`config.mk`:
```
export PLATFORM = sky130hd
export DESIGN_NAME = rf_wb_arbiter
export DESIGN_NICKNAME = d
export VERILOG_FILES = /design/src/rtl/rf_wb_arbiter.sv
export SDC_FILE = /design/constraint.sdc
export NUM_CORES = 1
export LEC_CHECK = 0
export BUFFER_PORTS_ARGS = -buffer_cell sky130_fd_sc_hd__buf_2
export CAP_MARGIN = 15
export CORE_ASPECT_RATIO = 0.9
export CORE_MARGIN = 4
export CORE_UTILIZATION = 30
export CTS_CLUSTER_SIZE = 16
export DETAILED_ROUTE_END_ITERATION = 6
export PLACE_DENSITY = 0.5
export SKIP_LAST_GASP = 1
export SYNTH_ARGS = -nofsm -noshare
export SYNTH_HDL_FRONTEND = slang
export SYNTH_SLANG_ARGS = --single-unit
export TNS_END_PERCENT = 30
```
`constraint.sdc`:
```
create_clock -name clk -period 2.75 [get_ports clk]
set_clock_uncertainty 0.15 [all_clocks]
set_input_delay 0.1375 -clock clk [delete_from_list [all_inputs] [get_ports clk]]
set_output_delay 0.1375 -clock clk [all_outputs]
set_load 0.02 [all_outputs]
```
`src/rtl/rf_wb_arbiter.sv`:
```
// Arbitrates the register-file write port between the pipeline writeback stage and a vector loader.
// Optional ARB_STATS_EN adds saturating grant/drop counters.
module rf_wb_arbiter #(
    parameter int LANES      = 3,
    parameter int DW         = 18,
    parameter int AW         = 4,
    parameter int STARVE_MAX = 8
) (
    input  logic                clk,
    input  logic                rst,
    input  logic                pipe_we,
    input  logic [AW-1:0]       pipe_wa,
    input  logic [LANES*DW-1:0] pipe_wd,
    input  logic                ld_valid,
    output logic                ld_ready,
    input  logic [AW-1:0]       ld_wa,
    input  logic [LANES*DW-1:0] ld_wd,
    output logic                ld_drop,
    output logic                pipe_stall,
`ifdef ARB_STATS_EN
    output logic [15:0]         stat_pipe,
    output logic [15:0]         stat_ld,
    output logic [15:0]         stat_drop,
`endif
    output logic                rf_we,
    output logic [AW-1:0]       rf_wa,
    output logic [LANES*DW-1:0] rf_wd
);

    localparam int CW = $clog2(STARVE_MAX + 1);
    localparam logic [CW-1:0] STARVE_LIM = CW'(STARVE_MAX);

    typedef enum logic [1:0] {IDLE, WAIT, FORCE} state_t;

    state_t                state_q, state_d;
    logic [AW-1:0]         hold_wa_q, hold_wa_d;
    logic [LANES*DW-1:0]   hold_wd_q, hold_wd_d;
    logic [CW-1:0]         wait_cnt_q, wait_cnt_d;
    logic                  rf_we_q, rf_we_d;
    logic [AW-1:0]         rf_wa_q, rf_wa_d;
    logic [LANES*DW-1:0]   rf_wd_q, rf_wd_d;
    logic                  ld_ready_q, ld_ready_d;
    logic                  ld_drop_q, ld_drop_d;
    logic                  pipe_stall_q, pipe_stall_d;
    logic                  grant_ld;

    always_comb begin
        state_d    = state_q;
        hold_wa_d  = hold_wa_q;
        hold_wd_d  = hold_wd_q;
        wait_cnt_d = wait_cnt_q;
        rf_we_d    = 1'b0;
        rf_wa_d    = rf_wa_q;
        rf_wd_d    = rf_wd_q;
        ld_drop_d  = 1'b0;
        grant_ld   = 1'b0;

        // The pipeline always owns the port when it writes.
        if (pipe_we) begin
            rf_we_d = 1'b1;
            rf_wa_d = pipe_wa;
            rf_wd_d = pipe_wd;
        end

        case (state_q)
            IDLE: begin
                if (ld_valid && ld_ready_q) begin
                    if (!pipe_we) begin
                        rf_we_d  = 1'b1;
                        rf_wa_d  = ld_wa;
                        rf_wd_d  = ld_wd;
                        grant_ld = 1'b1;
                    end else if (ld_wa == pipe_wa) begin
                        ld_drop_d = 1'b1;
                    end else begin
                        hold_wa_d  = ld_wa;
                        hold_wd_d  = ld_wd;
                        wait_cnt_d = '0;
                        state_d    = WAIT;
                    end
                end
            end
            WAIT, FORCE: begin
                if (!pipe_we) begin
                    rf_we_d    = 1'b1;
                    rf_wa_d    = hold_wa_q;
                    rf_wd_d    = hold_wd_q;
                    grant_ld   = 1'b1;
                    wait_cnt_d = '0;
                    state_d    = IDLE;
                end else if (pipe_wa == hold_wa_q) begin
                    ld_drop_d  = 1'b1;
                    wait_cnt_d = '0;
                    state_d    = IDLE;
                end else if (state_q == WAIT) begin
                    wait_cnt_d = wait_cnt_q + 1'b1;
                    if (wait_cnt_d == STARVE_LIM) begin
                        state_d = FORCE;
                    end
                end
            end
            default: state_d = IDLE;
        endcase

        ld_ready_d   = (state_d == IDLE);
        pipe_stall_d = (state_d == FORCE);
    end

    always_ff @(posedge clk) begin
        if (rst) begin
            state_q      <= IDLE;
            hold_wa_q    <= '0;
            hold_wd_q    <= '0;
            wait_cnt_q   <= '0;
            rf_we_q      <= 1'b0;
            rf_wa_q      <= '0;
            rf_wd_q      <= '0;
            ld_ready_q   <= 1'b0;
            ld_drop_q    <= 1'b0;
            pipe_stall_q <= 1'b0;
        end else begin
            state_q      <= state_d;
            hold_wa_q    <= hold_wa_d;
            hold_wd_q    <= hold_wd_d;
            wait_cnt_q   <= wait_cnt_d;
            rf_we_q      <= rf_we_d;
            rf_wa_q      <= rf_wa_d;
            rf_wd_q      <= rf_wd_d;
            ld_ready_q   <= ld_ready_d;
            ld_drop_q    <= ld_drop_d;
            pipe_stall_q <= pipe_stall_d;
        end
    end

    assign rf_we      = rf_we_q;
    assign rf_wa      = rf_wa_q;
    assign rf_wd      = rf_wd_q;
    assign ld_ready   = ld_ready_q;
    assign ld_drop    = ld_drop_q;
    assign pipe_stall = pipe_stall_q;

`ifdef ARB_STATS_EN
    logic [15:0] stat_pipe_q, stat_pipe_d;
    logic [15:0] stat_ld_q, stat_ld_d;
    logic [15:0] stat_drop_q, stat_drop_d;

    always_comb begin
        stat_pipe_d = stat_pipe_q;
        stat_ld_d   = stat_ld_q;
        stat_drop_d = stat_drop_q;
        if (pipe_we && stat_pipe_q != 16'hFFFF)  stat_pipe_d = stat_pipe_q + 16'd1;
        if (grant_ld && stat_ld_q != 16'hFFFF)   stat_ld_d   = stat_ld_q + 16'd1;
        if (ld_drop_d && stat_drop_q != 16'hFFFF) stat_drop_d = stat_drop_q + 16'd1;
    end

    always_ff @(posedge clk) begin
        if (rst) begin
            stat_pipe_q <= '0;
            stat_ld_q   <= '0;
            stat_drop_q <= '0;
        end else begin
            stat_pipe_q <= stat_pipe_d;
            stat_ld_q   <= stat_ld_d;
            stat_drop_q <= stat_drop_d;
        end
    end

    assign stat_pipe = stat_pipe_q;
    assign stat_ld   = stat_ld_q;
    assign stat_drop = stat_drop_q;
`endif

endmodule

```
Word level (Yosys, flattened, before mapping):

Cells that the tools add are included.

* add/sub/neg operators: 1
* equality and inequality tests: 10
* muxes and demuxes: 35
* bitwise operators: 1
* reductions and logical operators: 7

Operators with widths (count)
* $mux W54: 4
* $pmux W54 S2: 1
* $mux W4: 10
* $pmux W4 S2: 2
* $mux W2: 7
* $eq A4 B4 Y1: 2
* $mux W1: 8
* $ne A2 B2 Y1 const B: 3
* $reduce_and A5 Y1: 1
* $add A4 B1 Y4 const B: 1
* $eq A2 B2 Y1 const B: 2
* $eq A4 B4 Y1 const B: 1
* $logic_not A2 Y1: 2
* $ne A4 B4 Y1 const B: 1
* $pmux W1 S2: 2
* $pmux W2 S2: 1
* $reduce_and A4 Y1: 1
* $eq A2 B1 Y1 const B: 1
* $reduce_bool A2 Y1: 1
* $reduce_or A2 Y1: 1
* $logic_and A1 B1 Y1: 1
* $not A1 Y1: 1

* bits in registers: 126
* input bits: 120
* output and inout bits: 62
* logic and storage cells: 64

Depth between registers and ports, before layout:

Gate-level depths: netlist of run 1.

* depth in word-level cells: 8
* mapped depth: 8
* gate-level depth less buffers: 7

Least setup slack after synthesis of run 1:

Ideal clock, no wire load.

* kind: register -> register
* start point: register state_q[0]
* end point: register pipe_stall_q (netlist: pipe_stall)
* arrival time: 1748 ps
* required time: 2539 ps
* setup slack: 791 ps
* cell stages (with the launch flop): 9
* path buffers: 1
* clock period less this slack: 1959 ps
* cell sequence: dfxtp_1 -> inv_1 -> ha_1 -> buf_2 -> nand2_1 -> a41oi_2 -> o21ai_0 -> a211oi_2 -> and4_1

* word-level cells in the longest chain between the ends: 6
* elaborated cells on any way between the ends: 13
* those cells by class: 3 x eq/ne; 8 x mux; 2 x reduce/logical

Ends and longest elaborated chain
* start, declared: line 35 `state_t state_q, state_d;`
* start signal, assigned: line 122 `state_q <= state_d;`
* $eq A2 B1 Y1 / $mux W2 (equally long branches): line 65, 95, 97
* $mux W2: line 95 `end else if (state_q == WAIT) begin`
* $mux W2: line 91 `end else if (pipe_wa == hold_wa_q) begin`
* $mux W2: line 84 `if (!pipe_we) begin`
* $pmux W2 S2 (*): line 65 `case (state_q)`
* $eq A2 B2 Y1 (*): line 106 `pipe_stall_d = (state_d == FORCE);`
* end signal, assigned: line 131 `pipe_stall_q <= pipe_stall_d;`
* end, declared: line 44 `logic pipe_stall_q, pipe_stall_d;`

Every way passes the cells marked *; elsewhere a longest branch is shown, timed or not.
A chain may end at the register's enable or synchronous reset.

Worst setup path in the final report of run 1:

* start point: register state_q[0]
* end point: register rf_wd_q[28] (netlist: rf_wd[28])

* word-level cells in the longest chain between the ends: 3
* elaborated cells on any way between the ends: 5
* those cells by class: 2 x eq/ne; 1 x mux; 2 x reduce/logical

Ends and longest elaborated chain
* $eq A2 B1 Y1 / $eq A2 B2 Y1 (equally long branches): line 65
* $reduce_or A2 Y1: line 65
* $pmux W54 S2 (*): line 65
* end signal, assigned: line 128 `rf_wd_q <= rf_wd_d;`
* end, declared: line 41 `logic [LANES*DW-1:0] rf_wd_q, rf_wd_d;`

Marks and branches as above.

==> results.md, run 1 <==
- Hold Violations, Final: 0
- FF-to-FF path depth: 6
- Cell Rows: 52
- Final setup vio count: 0
- Final wirelength: 22590 um
- GRT Residual Overflow: 0
- Final Power: 5.458 mW
- Synth Cell Area: between 6000 and 7000 um^2
- CTS Root Cell: clkbuf_16
- Switching part of the total: between 20% and 30%
- Die H: around 150 um
- Residual DRC: 0
- Share of cells above drive strength 1: between 20% and 30%
- Starting Density: 30.66%
- Post-route minimum period: 2.310 ns
- Pleak: 4.208 nW
- Startpoint Class: flop
- P per Cell Area: around 550 nW/um^2
- Hold Path Origin: pipe_we
- R2R setup slack: about 0.44 ns
- Clock sink count: 126
- Die area: 25640 um^2
- Worst hold path depth: 3
- First-pass GRT wire length: approximately 37000 um
- Max-cap violations: 0
- Clock-pin slew on the worst setup and hold paths: 0.06 ns
- Crit share post-route: 83.99%
- Max Slew Vio Count: 0
- Most common cell in the netlist: nand2_1
- Peak Freq: 433.0 MHz
- Pre-CTS setup slack: 0.5093 ns
- Worst-margin pin slew: slightly below 0.6 ns
- H-tree levels: 4
- Routed vias/inst: 4.910
- Chip width: between 150 and 200 um
- Reg power frac: 37.1%
- Clock power share: 44.6%
- DRT iter0 DRCs: ~470
- Routed len/inst: 15.37 um
- CTS Buf Count: 17
- Leading area contributor after synthesis: dfxtp_1
- Async S/R FF share, synth: 0%
- FF-to-FF End: rf_wd[28]$_SDFF_PP0_
- Filler instances: 2265
- Drt pass-1 iters: 4
- Post-synth EDFFs: 0
- Gpl congestion: 0.7918
- Synth warn: 0
- Unrepaired setup endpoints after global routing: no
- Cells after Synth: 908
- Setup TNS: 0 ns
- WHS: 0.04173 ns
- Rel. slew slack: 60.25%
- End of the worst hold path: ld_drop$_SDFF_PP0_
- P&R area growth vs syn: 42.35%
- Mean post-synth cell area: 7.646 um^2
- Largest net degree at the start of global routing: 121
- Yosys top cell area share: 36.33%
- Crit path arrival time: between 2 and 2.5 ns
- Synth Flop Type: dfxtp_1
- Reg2reg start: state_q[0]$_SDFF_PP0_
- Psw: 1.522 mW
- Crit path kind: flop to flop
- #FFs+latches synth: 126
- GRT Util Overall: 17.44%
- DP HPWL: roughly 14000 um
- Synthesized Nets: roughly 1000
- Setup WS post-layout: 0.4404 ns
- Top Ports: 182
- Storage cell area: 2522 um^2
- Initial antenna violation count: 1
- Data required, critical path: about 2.9 ns
- Placed insts: 1321
- Antenna-violating nets left: 0
- Synth top area cells: dfxtp_1 36%, mux2_2 9.4%, a21oi_1 8.4%
- Internal Pwr Total: 3.936 mW
- Final std cells w/o fill: 1470
- IO buf count: 181
- HP Class: primary input to flop
- Worst-path maximum fanout: 31
- Vias in the first global route: slightly above 7000
- Worst vdd ir: ~0.32 mV
- Core area: 22640 um^2
- Clock Latency Late Sink: 0.42 ns
- Sequential share of the synthesized area: 36.33%
- Comb power frac: 18.3%
- Via Count: 7217
- CTS max path bufs: 2
- Top cells by count, synth: 128 x nand2_1, 126 x dfxtp_1, 117 x a21oi_1
- Element type at the critical path end: flop
- Multi-input gate area: 3840 um^2
- Nets: 1284
- Distinct cells, synth: 47
- TritonCTS clock tree: yes
- Buffer count from post-CTS setup fixing: 0
- Status: complete, no violations
[final cells by class]
cell class / instances / area share, %
inverter: 59 / 2.241
multi-input combinational: 640 / 38.85
antenna: 1 / 0.02532
clock buffer: 19 / 4.482
tap: 297 / 3.760
timing repair buffer: 315 / 23.22
clock inverter: 13 / 1.899
sequential: 126 / 25.52
[critical path: stages, from the launching register on]
cell and delay [ns]:
dfxtp_1 0.48, inv_1 0.11, ha_2 0.46, or2_2 0.17, buf_4 0.32, o21ai_0 0.17
a221oi_1 0.30
[how the worst max path moves through the flow]
stage	from	slack, ns	cells past startpoint	endpoint
finish	state_q[0]$_SDFF_PP0_	0.44	6	rf_wd[28]$_SDFF_PP0_
global route	state_q[0]$_SDFF_PP0_	0.24	7	pipe_stall$_SDFF_PP0_
floorplan	state_q[0]$_SDFF_PP0_	0.79	8	pipe_stall$_SDFF_PP0_
detailed placement	state_q[0]$_SDFF_PP0_	0.51	6	rf_wd[31]$_SDFF_PP0_
global placement	state_q[0]$_SDFF_PP0_	0.56	6	rf_wd[23]$_SDFF_PP0_
CTS	state_q[0]$_SDFF_PP0_	0.47	6	rf_wd[31]$_SDFF_PP0_
[flip-flops by register name, indices dropped and copies added (netlist names)]
signal and cells:
hold_wa_q 4, hold_wd_q 54, ld_drop 1, ld_ready 1, pipe_stall 1, rf_wa 4
rf_wd 54, rf_we 1, state_q 2, wait_cnt_q 4
[power by group through the flow]
stage               combinational [mW]  clock (mW)  sequential, mW
floorplan                        0.455           0            2.15
global placement                 0.869           0            2.07
detailed placement               0.874           0            2.06
CTS                               1.00        2.51            2.02
global route                      1.11        2.59            2.04
finish                            1.00        2.43            2.02
[cells by family (layout without fill, tap and decap cells)]
logic type,Yosys count,after routing,synth area share (%)
other cells,0,1,0
xor+xnor,8,8,1.009
compound gates,308,308,26.64
mux,59,59,9.605
flops,126,126,36.33
fa+ha+maj,5,5,0.9011
buf+inv,142,406,8.686
simple gates,260,260,16.83
[per-layer routing]
metal  global-route usage (%)  wire, um  up-vias
li1                         -         -     3650
met1                    23.35     10590     3371
met2                    28.58     10670      178
met3                    3.969      1029       18
met4                    4.250       298        0
met5                        0         0        -
[placed cells by master, fill, tap and decap left out, types with 55 or more instances in the layout]
master,Yosys,final
buf_2,17,179
nor2_1,58,58
o21ai_0,113,113
nand2_1,128,128
dlygate4sd3_1,0,116
mux2_2,58,58
a21oi_1,117,117
nand2b_1,55,55
inv_1,58,58
dfxtp_1,126,126
[timing repair]
action	CTS	global route
hold buffers	116	0
resized for setup	0	0
endpoints found under the hold margin	116	0
[metrics by stage]
stage                     util [%]  cell area [um^2]
after global placement       35.73              8089
after CTS                    43.64              9881
after floorplan                  -              6943
final                        43.65              9883
after global routing         43.65              9883
after detailed placement     35.73              8089
No activity file was read; power rests on OpenSTA's default activity.
==> inputs of run 2 (changes only) <==
Clock period 2.75 ns to 2.2 ns, I/O delays scaled along.
==> run 2 against run 1 <==
Against the previous run: first-iteration DRC count fell by 9.5%; sequential power rose by 25%; total power rose by 32%; hold slack improved by 0.061 ns; count of clock-buffer cells in the layout fell by 1; die area did not move; final cell count rose by 0.20%; largest cell class unchanged.
==> results.md, run 2 (synthesis results as in run 1) <==
- Status: complete, no violations (unchanged)
- Final setup vio count: 0 (unchanged)
- Pleak: 4.279 nW (was 4.208 nW)
- Element type at the critical path end: flop (unchanged)
- DP HPWL: 13870 um (was 13750 um)
- Filler instances: 2276 (was 2265)
- Cell Rows: 52 (unchanged)
- Hold Path Origin: rst (was pipe_we)
- Storage cell area: 2522 um^2 (unchanged)
- Top Ports: 182 (unchanged)
- GRT Util Overall: 17.65% (was 17.44%)
- CTS Root Cell: clkbuf_16 (unchanged)
- Reg2reg start: state_q[0]$_SDFF_PP0_ (unchanged)
- Largest net degree at the start of global routing: 118 (was 121)
- Multi-input gate area: 3840 um^2 (unchanged)
- Max-cap violations: 0 (unchanged)
- Die area: 25640 um^2 (unchanged)
- Hold Violations, Final: 0 (unchanged)
- IO buf count: 181 (unchanged)
- Residual DRC: 0 (unchanged)
- Worst-margin pin slew: 0.7455 ns (was 0.5962 ns)
- Worst-path maximum fanout: 46 (was 31)
- End of the worst hold path: hold_wa_q[2]$_SDFFE_PP0P_ (was ld_drop$_SDFF_PP0_)
- PostCTS Resize Cnt: 0 (unchanged)
- FF-to-FF path depth: 6 (unchanged)
- Crit path kind: flop to flop (unchanged)
- TritonCTS clock tree: yes (unchanged)
- Most frequent cells in the layout: 179 x buf_2, 128 x nand2_1, 126 x dfxtp_1, 117 x a21oi_1, 117 x dlygate4sd3_1 (was 179 x buf_2, 128 x nand2_1, 126 x dfxtp_1, 117 x a21oi_1, 116 x dlygate4sd3_1)
- Commonest non-fill, non-tap cell in the layout: buf_2 (unchanged)
- P&R area growth vs syn: 44.26% (was 42.35%)
- Nets: 1289 (was 1284)
- Crit path arrival time: 2.11 ns (was 2.46 ns)
- Worst vdd ir: 0.3802 mV (was 0.3226 mV)
- Clock Latency Late Sink: 0.41 ns (was 0.42 ns)
- Startpoint Class: flop (unchanged)
- Unrepaired setup endpoints after global routing: no (unchanged)
- GRT Residual Overflow: 0 (unchanged)
- Buffer count from post-CTS setup fixing: 0 (unchanged)
- FF-to-FF End: rf_wd[26]$_SDFF_PP0_ (was rf_wd[28]$_SDFF_PP0_)
- Initial antenna violation count: 0 (was 1)
- Die H: 152.3 um (unchanged)
- Drt pass-1 iters: 5 (was 4)
- Vias in the first global route: 7105 (was 7123)
- Setup TNS: 0 ns (unchanged)
- Share of cells above drive strength 1: 25.85% (was 25.60%)
- Gpl congestion: 0.7904 (was 0.7918)
- Data required, critical path: 2.31 ns (was 2.90 ns)
- Peak Freq: 500.0 MHz (was 433.0 MHz)
- Number of hold buffers added after CTS: 117 (was 116)
- Starting Density: 30.66% (unchanged)
- Core area: 22640 um^2 (unchanged)
- R2R setup slack: 0.20 ns (was 0.44 ns)
- CTS Buf Count: 17 (unchanged)
- DRT iter0 DRCs: 427 (was 472)
- Final wirelength: 22810 um (was 22590 um)
- Clock-pin slew on the worst setup and hold paths: 0.06 ns (about the same)
- Routed len/inst: 15.49 um (was 15.37 um)
- Clock sink count: 126 (unchanged)
- Via Count: 7231 (was 7217)
- Chip width: 168.4 um (unchanged)
- Max Slew Vio Count: 0 (unchanged)
- Ant. Diodes: 0 (was 1)
- H-tree levels: 4 (unchanged)
- Final Power: 7.179 mW (was 5.458 mW)
- Routed vias/inst: 4.909 (was 4.910)
- First-pass GRT wire length: 37350 um (was 37380 um)
- Post-route minimum period: 2.000 ns (was 2.310 ns)
- Rel. slew slack: 50.30% (was 60.25%)
- Worst hold path depth: 2 (was 3)
- HP Class: primary input to flop (unchanged)
- Antenna-violating nets left: 0 (unchanged)
- P per Cell Area: 716.8 nW/um^2 (was 552.2 nW/um^2)
- Crit share post-route: 90.91% (was 83.99%)
- CTS max path bufs: 2 (unchanged)
## run 2: layout make-up
class | instances | area share, %
clock buffers | 18 | 4.385
repair buffers | 320 | 23.56
clock inverters | 13 | 2.611
flip-flops and latches | 126 | 25.18
inverters | 59 | 2.211
multi-input cells | 640 | 38.34
well taps | 297 | 3.710
## run 2: worst max-delay path, stage by stage, from the launching register on
cell	delay, ns
dfxtp_1	0.32
buf_4	0.14
ha_4	0.30
buf_12	0.25
mux2_2	0.35
o21ai_0	0.18
a221oi_1	0.10
## run 2: worst max-delay path by stage
stage | startpoint | end | slack (ns) | cells past startpoint
final | state_q[0]$_SDFF_PP0_ | rf_wd[26]$_SDFF_PP0_ | 0.20 | 6
after global routing | state_q[1]$_SDFF_PP0_ | rf_wd[26]$_SDFF_PP0_ | 0.02 | 6
after CTS | state_q[1]$_SDFF_PP0_ | pipe_stall$_SDFF_PP0_ | 0.20 | 7
after detailed placement | state_q[1]$_SDFF_PP0_ | pipe_stall$_SDFF_PP0_ | 0.22 | 7
after global placement | state_q[0]$_SDFF_PP0_ | rf_wd[26]$_SDFF_PP0_ | 0.23 | 6
after floorplan | state_q[0]$_SDFF_PP0_ | pipe_stall$_SDFF_PP0_ | 0.24 | 8
## run 2: where the power goes
group,switching [mW],total [mW],internal (mW)
Sequential,0.101,2.53,2.43
Clock,1.11,3.39,2.27
Combinational,0.695,1.26,0.568
Total,1.91,7.18,5.27
## run 2: through the flow
stage,hold WS (ns),setup slack (ns),util [%],std cells,instance area (um^2)
global placement,0.2177,0.2339,35.97,1325,8144
finish,0.1030,0.1999,44.24,1473,10020
global route,0.1368,0.02292,44.24,1473,10020
CTS,0.09867,0.2046,44.24,1473,10020
detailed placement,0.2239,0.2204,35.97,1325,8144
floorplan,0.02891,0.2410,-,908,6943
## run 2: routing by layer
metal | routed length (um) | track usage [%]
met1 | 10850 | 23.66
met2 | 10640 | 28.75
met3 | 1007 | 3.709
met4 | 322 | 4.985
met5 | 0 | 0
==> inputs of run 3 (changes only) <==
Clock period 2.2 ns to 2.5 ns, I/O delays scaled along.
==> run 3 against run 2 <==
Against the previous run: critical path depth grew 1; first-iteration DRC count shrank 7.0%; combinational power shrank 13%; die area is the same; count of clock-buffer cells in the layout is the same; sequential share of layout area grew 0.48 points; hold slack lost 0.074 ns; cell area shrank 1.9%; final cell count shrank 0.27%; via count is the same; critical endpoint is now pipe_stall$_SDFF_PP0_; highest routed layer unchanged; sequential power shrank 12%.
==> results.md, run 3 (synthesis results as in run 1) <==
- Status: complete, no violations (unchanged)
- Max-cap violations: 0 (unchanged)
- Storage cell area: 2522 um^2 (unchanged)
- Chip width: 168.4 um (unchanged)
- Most frequent cells in the layout: 179 x buf_2, 128 x nand2_1, 126 x dfxtp_1, 117 x a21oi_1, 116 x dlygate4sd3_1 (was 179 x buf_2, 128 x nand2_1, 126 x dfxtp_1, 117 x a21oi_1, 117 x dlygate4sd3_1)
- DP HPWL: 13710 um (was 13870 um)
- DRT iter0 DRCs: 397 (was 427)
- Residual DRC: 0 (unchanged)
- FF-to-FF path depth: 7 (was 6)
- Worst-path maximum fanout: 11 (was 46)
- Routed len/inst: 15.64 um (was 15.49 um)
- Largest net degree at the start of global routing: 94 (was 118)
- Crit path kind: flop to flop (unchanged)
- Data required, critical path: 2.70 ns (was 2.31 ns)
- Die H: 152.3 um (unchanged)
- Top Ports: 182 (unchanged)
- Initial antenna violation count: 1 (was 0)
- Crit path arrival time: 2.40 ns (was 2.11 ns)
- Final Power: 5.736 mW (was 7.179 mW)
- Worst-margin pin slew: 0.8319 ns (was 0.7455 ns)
- Clock Latency Late Sink: 0.42 ns (was 0.41 ns)
- CTS Root Cell: clkbuf_16 (unchanged)
- Startpoint Class: flop (unchanged)
- Filler instances: 2313 (was 2276)
- CP top delay family: compound AO/OA/AOI/OAI gates (was buffers and inverters)
- Core area: 22640 um^2 (unchanged)
- PostCTS Resize Cnt: 0 (unchanged)
- Number of cells on the critical path: 7 (was 6)
- Worst vdd ir: 0.2984 mV (was 0.3802 mV)
- Routed vias/inst: 4.922 (was 4.909)
- Hold Violations, Final: 0 (unchanged)
- CTS Buf Count: 17 (unchanged)
- Setup TNS: 0 ns (unchanged)
- Post-route minimum period: 2.194 ns (was 2.000 ns)
- Pleak: 4.184 nW (was 4.279 nW)
- Clock-pin slew on the worst setup and hold paths: 0.06 ns (about the same)
- Buf/Inv on CP: 1 (was 2)
- Unrepaired setup endpoints after global routing: no (unchanged)
- TritonCTS clock tree: yes (unchanged)
- Hold Path Origin: rst (unchanged)
- Starting Density: 30.66% (unchanged)
- Vias in the first global route: 7120 (was 7105)
- Die area: 25640 um^2 (unchanged)
- Cell Rows: 52 (unchanged)
- P per Cell Area: 583.6 nW/um^2 (was 716.8 nW/um^2)
- Slowest-stage cell, CP: ha_2 (was mux2_2)
- Max incr delay on CP: 0.46 ns (was 0.35 ns)
- HP Class: primary input to flop (unchanged)
- CP Cell Sequence: inv_1 > ha_2 > nand2_1 > a41oi_2 > o21ai_0 > a211oi_2 > and4_1 (was buf_4 > ha_4 > buf_12 > mux2_2 > o21ai_0 > a221oi_1)
- Drt pass-1 iters: 6 (was 5)
- Worst hold path depth: 2 (unchanged)
- IO buf count: 181 (unchanged)
- Worst Setup SP: state_q[1]$_SDFF_PP0_ (was state_q[0]$_SDFF_PP0_)
- Gpl congestion: 0.7890 (was 0.7904)
- Multi-input gate area: 3840 um^2 (unchanged)
- First-pass GRT wire length: 37460 um (was 37350 um)
- WHS: 0.02863 ns (was 0.1030 ns)
- GRT Residual Overflow: 0 (unchanged)
- Reg2reg start: state_q[1]$_SDFF_PP0_ (was state_q[0]$_SDFF_PP0_)
- Commonest non-fill, non-tap cell in the layout: buf_2 (unchanged)
- Share of cells above drive strength 1: 25.62% (was 25.85%)
- Nets: 1283 (was 1289)
- Peak Freq: 455.8 MHz (was 500.0 MHz)
- Max Slew Vio Count: 0 (unchanged)
- Rel. slew slack: 44.54% (was 50.30%)
- Element type at the critical path end: flop (unchanged)
- Final setup vio count: 0 (unchanged)
- Final wirelength: 22980 um (was 22810 um)
- GRT Util Overall: 17.65% (about the same)
- Via Count: 7231 (unchanged)
- CTS max path bufs: 2 (unchanged)
- Crit share post-route: 87.76% (was 90.91%)
- Clock sink count: 126 (unchanged)
- P&R area growth vs syn: 41.58% (was 44.26%)
- H-tree levels: 4 (unchanged)
- Antenna-violating nets left: 0 (unchanged)
==> run 3: worst paths after layout <==
path                           endpoint  slack [ns]
min reg2reg  hold_wd_q[49]$_SDFFE_PP0P_        0.30
max               pipe_stall$_SDFF_PP0_        0.31
max reg2reg       pipe_stall$_SDFF_PP0_        0.31
min                 ld_ready$_SDFF_PP0_        0.03
==> run 3: area by class of cell <==
cell class	count	area share, %
timing repair buffer	314	23.40
tap	297	3.781
sequential	126	25.66
multi-input combinational	640	39.07
clock inverter	14	1.349
antenna	1	0.02546
inverter	59	2.253
clock buffer	18	4.468
==> run 3: what timing repair did <==
item,CTS,global route
setup buffers,0,0
hold endpoints to repair,116,0
hold buffers,116,0
==> run 3: stage by stage <==
stage	area [um^2]	std cells	setup slack, ns	util, %
2_1_floorplan	6943	908	0.5410	-
3_3_place_gp	8094	1320	0.3522	35.75
3_5_place_dp	8094	1320	0.2968	35.75
4_1_cts	9827	1468	0.2857	43.40
5_1_grt	9829	1469	0.09967	43.41
6_report	9829	1469	0.3061	43.41
==> run 3: layer usage <==
metal | wire length, um | global-route usage, % | vias to the layer above
met5 | 0 | 0 | -
met4 | 348 | 4.598 | 0
met3 | 991 | 3.787 | 22
met2 | 10750 | 28.77 | 173
met1 | 10890 | 23.78 | 3383
li1 | - | - | 3653
==> run 3: power breakdown <==
group / total [mW] / switching, mW / internal (mW) / leakage, nW
clock network: 2.41 / 1.00 / 1.41 / 0.274
logic: 1.10 / 0.612 / 0.489 / 2.88
registers: 2.23 / 0.0891 / 2.14 / 1.03
==> run 3: worst reg2reg max path, stage by stage, from the launching register on <==
cell and delay (ns):
dfxtp_1 0.44, inv_1 0.10, ha_2 0.46, nand2_1 0.09, a41oi_2 0.28, o21ai_0 0.17, a211oi_2 0.24, and4_1 0.20
